--- config.mk ---
export PLATFORM = sky130hd
export DESIGN_NAME = clock_ctrl
export DESIGN_NICKNAME = d
export VERILOG_FILES = /design/src/rtl/clock_ctrl.sv
export SDC_FILE = /design/constraint.sdc
export NUM_CORES = 1
export LEC_CHECK = 0
export BUFFER_PORTS_ARGS = -buffer_cell sky130_fd_sc_hd__buf_2
export CORE_UTILIZATION = 55
export CTS_BUF_LIST = sky130_fd_sc_hd__clkbuf_4 sky130_fd_sc_hd__clkbuf_8
export DETAILED_ROUTE_END_ITERATION = 8
export PLACE_DENSITY = 0.78
export SLEW_MARGIN = 20
export SYNTH_ARGS = -nofsm -noshare
export SYNTH_HDL_FRONTEND = slang
export SYNTH_SLANG_ARGS = --single-unit
--- constraint.sdc ---
create_clock -name clk -period 2.85 [get_ports clk]
set_input_delay 0.1425 -clock clk [delete_from_list [all_inputs] [get_ports clk]]
set_output_delay 0.1425 -clock clk [all_outputs]
set_load 0.01 [all_outputs]
--- src/rtl/clock_ctrl.sv ---
// 24-hour time-of-day controller: one-second prescaler, sec/min/hour counter
// chain with carries, and a key-driven set mode for hours and minutes.
module clock_ctrl #(
    parameter int TICK_DIV = 50_000_000
) (
    input  logic       clk,
    input  logic       rst_n,
    input  logic       mode_key,
    input  logic       inc_key,
    output logic [5:0] hour,
    output logic [5:0] min,
    output logic [5:0] sec,
    output logic [1:0] mode,
    output logic       sec_tick,
    output logic       day_tick
);

    localparam int PW = $clog2(TICK_DIV);
    localparam logic [PW-1:0] PRESC_MAX = PW'(TICK_DIV - 1);

    typedef enum logic [1:0] {
        RUN      = 2'b00,
        SET_HOUR = 2'b01,
        SET_MIN  = 2'b10
    } state_t;

    state_t          state_reg, state_next;
    logic [PW-1:0]   presc_reg, presc_next;
    logic [5:0]      hour_reg, hour_next;
    logic [5:0]      min_reg, min_next;
    logic [5:0]      sec_reg, sec_next;
    logic            sec_tick_reg, sec_tick_next;
    logic            day_tick_reg, day_tick_next;

    // State and datapath registers; async assert, the release is synchronised upstream.
    always_ff @(posedge clk or negedge rst_n) begin
        if (!rst_n) begin
            state_reg    <= RUN;
            presc_reg    <= '0;
            hour_reg     <= '0;
            min_reg      <= '0;
            sec_reg      <= '0;
            sec_tick_reg <= 1'b0;
            day_tick_reg <= 1'b0;
        end else begin
            state_reg    <= state_next;
            presc_reg    <= presc_next;
            hour_reg     <= hour_next;
            min_reg      <= min_next;
            sec_reg      <= sec_next;
            sec_tick_reg <= sec_tick_next;
            day_tick_reg <= day_tick_next;
        end
    end

    // Next-state: mode_key always wins over inc_key and over a pending RUN tick.
    always_comb begin
        state_next    = state_reg;
        presc_next    = presc_reg;
        hour_next     = hour_reg;
        min_next      = min_reg;
        sec_next      = sec_reg;
        sec_tick_next = 1'b0;
        day_tick_next = 1'b0;

        case (state_reg)
            RUN: begin
                if (mode_key) begin
                    // Entering set mode discards any tick due on this edge.
                    state_next = SET_HOUR;
                    presc_next = '0;
                end else if (presc_reg == PRESC_MAX) begin
                    presc_next    = '0;
                    sec_tick_next = 1'b1;
                    if (sec_reg == 6'd59) begin
                        sec_next = 6'd0;
                        if (min_reg == 6'd59) begin
                            min_next = 6'd0;
                            if (hour_reg == 6'd23) begin
                                hour_next     = 6'd0;
                                day_tick_next = 1'b1;
                            end else begin
                                hour_next = hour_reg + 6'd1;
                            end
                        end else begin
                            min_next = min_reg + 6'd1;
                        end
                    end else begin
                        sec_next = sec_reg + 6'd1;
                    end
                end else begin
                    presc_next = presc_reg + PW'(1);
                end
            end

            SET_HOUR: begin
                presc_next = '0;
                if (mode_key) begin
                    state_next = SET_MIN;
                end else if (inc_key) begin
                    hour_next = (hour_reg == 6'd23) ? 6'd0 : hour_reg + 6'd1;
                end
            end

            SET_MIN: begin
                presc_next = '0;
                if (mode_key) begin
                    // Leaving set mode restarts the second from zero.
                    state_next = RUN;
                    sec_next   = 6'd0;
                end else if (inc_key) begin
                    min_next = (min_reg == 6'd59) ? 6'd0 : min_reg + 6'd1;
                end
            end

            default: begin
                state_next = RUN;
                presc_next = '0;
            end
        endcase
    end

    assign hour     = hour_reg;
    assign min      = min_reg;
    assign sec      = sec_reg;
    assign mode     = state_reg;
    assign sec_tick = sec_tick_reg;
    assign day_tick = day_tick_reg;

endmodule

# ---- Yosys cells after proc, flatten, opt, wreduce, memory -nomap -nowiden
# Index checks and enable logic that the tools add are counted.
dict set report op_classes {
  n_eq_ne 17
  n_addsub 4
  mux 36
  n_reduce_logical 7
}
# op count
set ops {}
lappend ops {{$mux 6} 17}
lappend ops {{$mux 26} 3}
lappend ops {{$pmux 6 s2} 3}
lappend ops {{$add 26x1->26 const B} 1}
lappend ops {{$eq 26x26->1 const B} 1}
lappend ops {{$ne 2x2->1 const B} 11}
lappend ops {{$add 6x1->6 const B} 3}
lappend ops {{$eq 6x6->1 const B} 2}
lappend ops {{$mux 1} 9}
lappend ops {{$reduce_and 7->1} 1}
lappend ops {{$eq 6x5->1 const B} 1}
lappend ops {{$mux 2} 3}
lappend ops {{$pmux 2 s3} 1}
lappend ops {{$reduce_and 6->1} 1}
lappend ops {{$reduce_and 4->1} 1}
lappend ops {{$reduce_bool 2->1} 2}
lappend ops {{$reduce_and 3->1} 1}
lappend ops {{$eq 2x1->1 const B} 1}
lappend ops {{$eq 2x2->1 const B} 1}
lappend ops {{$logic_not 2->1} 1}
dict set report word_totals {
  output_inout_bits 22
  register_bits 48
}

# ---- Logic depth before layout (Yosys ltp)
dict set report logic_depth {
  depth_word 7
  ltp_mapped 8
  mapped_depth_nobuf 7
}

# ---- Least setup slack after synthesis
# No wires, ideal clock.
dict set report synth_timing {
  kind {register to register}
  start {register presc_reg[16]}
  end {register min_reg[2] (netlist: min[2])}
  n_path_buf 0
  path_stages_with_launch 7
  arrival_ns 2.533
  path_slack_ns 0.193
  period_less_slack_ns 2.657
  path_cell_list {dfrtp_1 > or4_1 > or4_4 > nor4_4 > a31oi_2 > nor2_1 > mux2_2}
}
dict set report synth_via {
  elab_chain_len 3
}
# item line
set synth_lines {}
lappend synth_lines {{from (decl)} 28} ;# logic [PW-1:0] presc_reg, presc_next;
lappend synth_lines {{from (signal assigned)} 47} ;# presc_reg <= presc_next;
lappend synth_lines {{$eq 26x26->1} 72} ;# end else if (presc_reg == PRESC_MAX) begin
lappend synth_lines {{$ne 2x2->1 (no source line)} n/a}
lappend synth_lines {{$reduce_and 6->1 (no source line)} n/a}
lappend synth_lines {{to (signal assigned)} 49} ;# min_reg <= min_next;
lappend synth_lines {{to (decl)} 30} ;# logic [5:0] min_reg, min_next;
# Every way passes these cells.
# A chain may end at the register's enable or synchronous reset.

# ---- Worst setup path after layout
dict set report layout_timing {
  start {register presc_reg[11]}
  end {register hour_reg[3] (netlist: hour[3])}
}
dict set report layout_via {
  elab_chain_len 3
}
# item line
set layout_lines {}
lappend layout_lines {{$eq 26x26->1} 72}
lappend layout_lines {{$ne 2x2->1 (no source line)} n/a}
lappend layout_lines {{$reduce_and 7->1 (no source line)} n/a}
lappend layout_lines {{to (signal assigned)} 48} ;# hour_reg <= hour_next;
lappend layout_lines {{to (decl)} 29} ;# logic [5:0] hour_reg, hour_next;
# Every way passes these cells.

==> results.py <==
metrics = {
    "die": {
        "row_count": 23,
        "initial_utilization": 0.587,
        "die_area_sq_mm": 0.00463,
        "coreArea_sq_mm": 0.00409,
        "die_height_um": 68.0,
        "die_w_um": 68.0,
        "num_io_pins": 26,
    },
    "power_and_ir_drop": {
        "comb_power_share": 0.249,
        "clockPowerShare": 0.243,
        "leakagePower_uw": 0.00121,
        "ir_worst_vdd_v": 0.000441,
        "intPower_uw": 1180,
        "fin_total_pwr_uw": 1750,
        "pwr-share-seq": 0.507,
        "p_sw_frac": 0.328,
        "pwr_density_cell_mw_per_mm2": 640,
        "power.switching_uw": 574,
    },
    "clock_tree": {
        "cts_buffer_depth": 2,
        "htreeDepth": 2,
        "numClockSinks": 48,
        "cts_buffers": 5,
        "cts_resized": 0,
        "cts-root-buf": "clkbuf_8",
        "cts_tree": "yes",
        "post-cts-setup-buffers": 0,
        "clkTransAtPathRegs_ns": 0.08,
        "clk_latency_ns": 0.30,
    },
    "critical_path": {
        "critPathSlowestCell": "or4_4",
        "cpPeakStageDelay_ns": 0.55,
        "cp-start-kind": "flip-flop",
        "worstPathCellList": "or4b_1, or4_4, nor4_4, buf_4, a21oi_2, or4_1, nand2_1",
        "crit_path_max_fanout": 9,
        "r2r_cells": 7,
        "end_kind": "flip-flop",
        "path_class": "reg -> reg",
        "cp.arrival_ns": 2.83,
        "crit_required_ns": 3.09,
    },
    "finish": {
        "layout-drive-gt1-share": 0.181,
        "multi_input_comb_area_sq_mm": 0.00115,
        "layout_common_cells": "dfrtp_1 (48), nor2_1 (42), nand2_1 (25)",
        "nNetsFinal": 289,
        "synthToLayoutAreaGrowth_pct": 13.9,
        "largest_reg_flops": 26,
        "n_fill_cell": 333,
        "num_antenna_cells": 0,
        "register_area_sq_mm": 0.00120,
        "final_common_cell": "dfrtp_1",
        "instances_no_fill": 332,
    },
    "placement": {
        "place_inst": 323,
        "io_buffers": 25,
        "dpl.hpwl_um": 3150,
        "routabilityCongestion": 0.809,
    },
    "detailed_routing": {
        "wl_per_cell_um": 13.5,
        "routed_wl_um": 4490,
        "drc": 0,
        "vias": 1841,
        "drt_first_pass_iters": 4,
        "drt-initial-drc-count": 136,
        "viasPerCell": 5.55,
        "ant_nets": 0,
    },
    "timing": {
        "drv_slew": 0,
        "tightest_slew_ns": 0.592,
        "fmax_mhz": 385,
        "fin_crit_sh": 0.911,
        "rsz0062_at_grt": "no",
        "fin_crit_ns": 2.60,
        "fin_hold_ws_ns": 0.127,
        "clock_skew_ns": 0.00765,
        "setup-tns-final_ns": 0,
        "finalSetupViolCount": 0,
        "hold_violations": 0,
        "slew_headroom": 0.605,
    },
    "synth": {
        "ys_ff_latch": 48,
        "syn_area_sq_mm": 0.00240,
        "synth_nets": 255,
        "synth_ff_type": "dfrtp_1",
        "ys_warn_count": 0,
        "ys_seq_area_frac": 0.501,
        "avgSynthCellArea_sq_um": 9.71,
        "async_reset_ff_frac": 1.00,
        "synth-edff-count": 0,
        "netlist_instances": 247,
        "synth_cell_type_count": 38,
    },
    "global_route": {
        "grt-ovfl-total": 0,
        "grt_pass1_vias": 1714,
        "grt_pass1_wl_um": 7710,
        "grt_max_degree": 49,
        "grt_use_total": 0.225,
        "grt_antenna_before_repair": 0,
    },
    "outcome": {
        "status": "finished, final reports clean",
    },
    "min_path": {
        "hold_depth": 2,
        "hp-class": "in -> reg",
    },
    "flow_run": {
        "maxCapViolCount": 0,
    },
}
## cell type report
cell class,count,share of cell area
timing repair buffer,32,0.0714
sequential,48,0.440
clock buffer,8,0.0357
inverter,7,0.00962
tap,50,0.0229
multi-input combinational,187,0.421
## synth_stat cells (all sizes together), types with 2 or more instances
library cell  instances  share of area
mux2                  3          0.014
nand3                11          0.023
nor4                  2          0.011
xnor2                14          0.051
nand2b                2         0.0052
nor2                 42          0.066
nand2                25          0.039
ha                    4          0.021
or4                   5          0.017
nor3                 12          0.025
inv                   7          0.011
a21oi                 2         0.0073
nand3b                2         0.0063
o21ai                 9          0.019
xor2                 13          0.047
and4                  3          0.011
and3                  6          0.016
or2                   4          0.010
clkbuf                2         0.0031
dfrtp                48           0.50
and2                  2         0.0052
a31oi                 2         0.0078
o41ai                 4          0.018
a21o                  2         0.0063
nand4                 8          0.021
buf                   3         0.0057
o31ai                 5          0.016
## layer usage
| layer | track usage | up-vias | wire length [um] |
|---|---|---|---|
| li1 | - | 929 | - |
| met4 | 0.0755 | 0 | 53 |
| met3 | 0.0600 | 5 | 132 |
| met1 | 0.294 | 875 | 2150 |
| met5 | 0 | - | 0 |
| met2 | 0.362 | 32 | 2160 |
## power by group through the flow
stage	Clock [uW]	Sequential, uW	Combinational [uW]
6_report	426	887	436
5_1_grt	468	909	497
4_1_cts	439	889	442
3_5_place_dp	0	902	440
3_3_place_gp	0	897	424
2_1_floorplan	0	911	239
## per-stage QoR
| step | cell area [sq um] | setup slack, ns | utilization |
|---|---|---|---|
| CTS | 2720 | 0.112 | 0.666 |
| finish | 2730 | 0.254 | 0.669 |
| floorplan | 2400 | 0.193 | - |
| global placement | 2620 | 0.201 | 0.642 |
| global route | 2730 | 0.117 | 0.669 |
| detailed placement | 2620 | 0.148 | 0.642 |
## worst paths after layout
check,startpoint,endpoint,slack [ns]
worst min register to register,presc_reg[0]$_DFF_PN0_,presc_reg[0]$_DFF_PN0_,0.49
worst max register to register,presc_reg[11]$_DFF_PN0_,hour[3]$_DFFE_PN0P_,0.25
max in group asynchronous,rst_n,presc_reg[20]$_DFF_PN0_,2.06
worst min-delay path,mode_key,mode[1]$_DFFE_PN0P_,0.13
worst max-delay path,presc_reg[11]$_DFF_PN0_,hour[3]$_DFFE_PN0P_,0.25
min in group asynchronous,rst_n,sec[0]$_DFFE_PN0P_,0.38
## cells by family (layout without fill, tap and decap cells)
logic type	count (synthesis)	after routing	synth area share
and+or+nand+nor	128	128	0.269
DFF	48	48	0.501
xor gates and xnor gates	27	27	0.0986
AOI/OAI and AO/OA	25	25	0.0767
buffers and inverters	12	47	0.0198
adders and majority gates	4	4	0.0209
muxes	3	3	0.0141
## worst max-delay path, delay by kind of cell, from the launching register on
family,cells,cell delay [ns]
AND/OR/NAND/NOR,5,1.81
buffers and inverters,1,0.19
AO/OA/AOI/OAI,1,0.11
flip-flops,1,0.42
## repair_timing
| action | 4_1_cts | 5_1_grt |
|---|---|---|
| hold endpoints to repair | 0 | 48 |
| endpoints found under the setup margin | 0 | 1 |
| hold buffers | 0 | 1 |
Note: power is estimated with default switching activity, not from simulation.
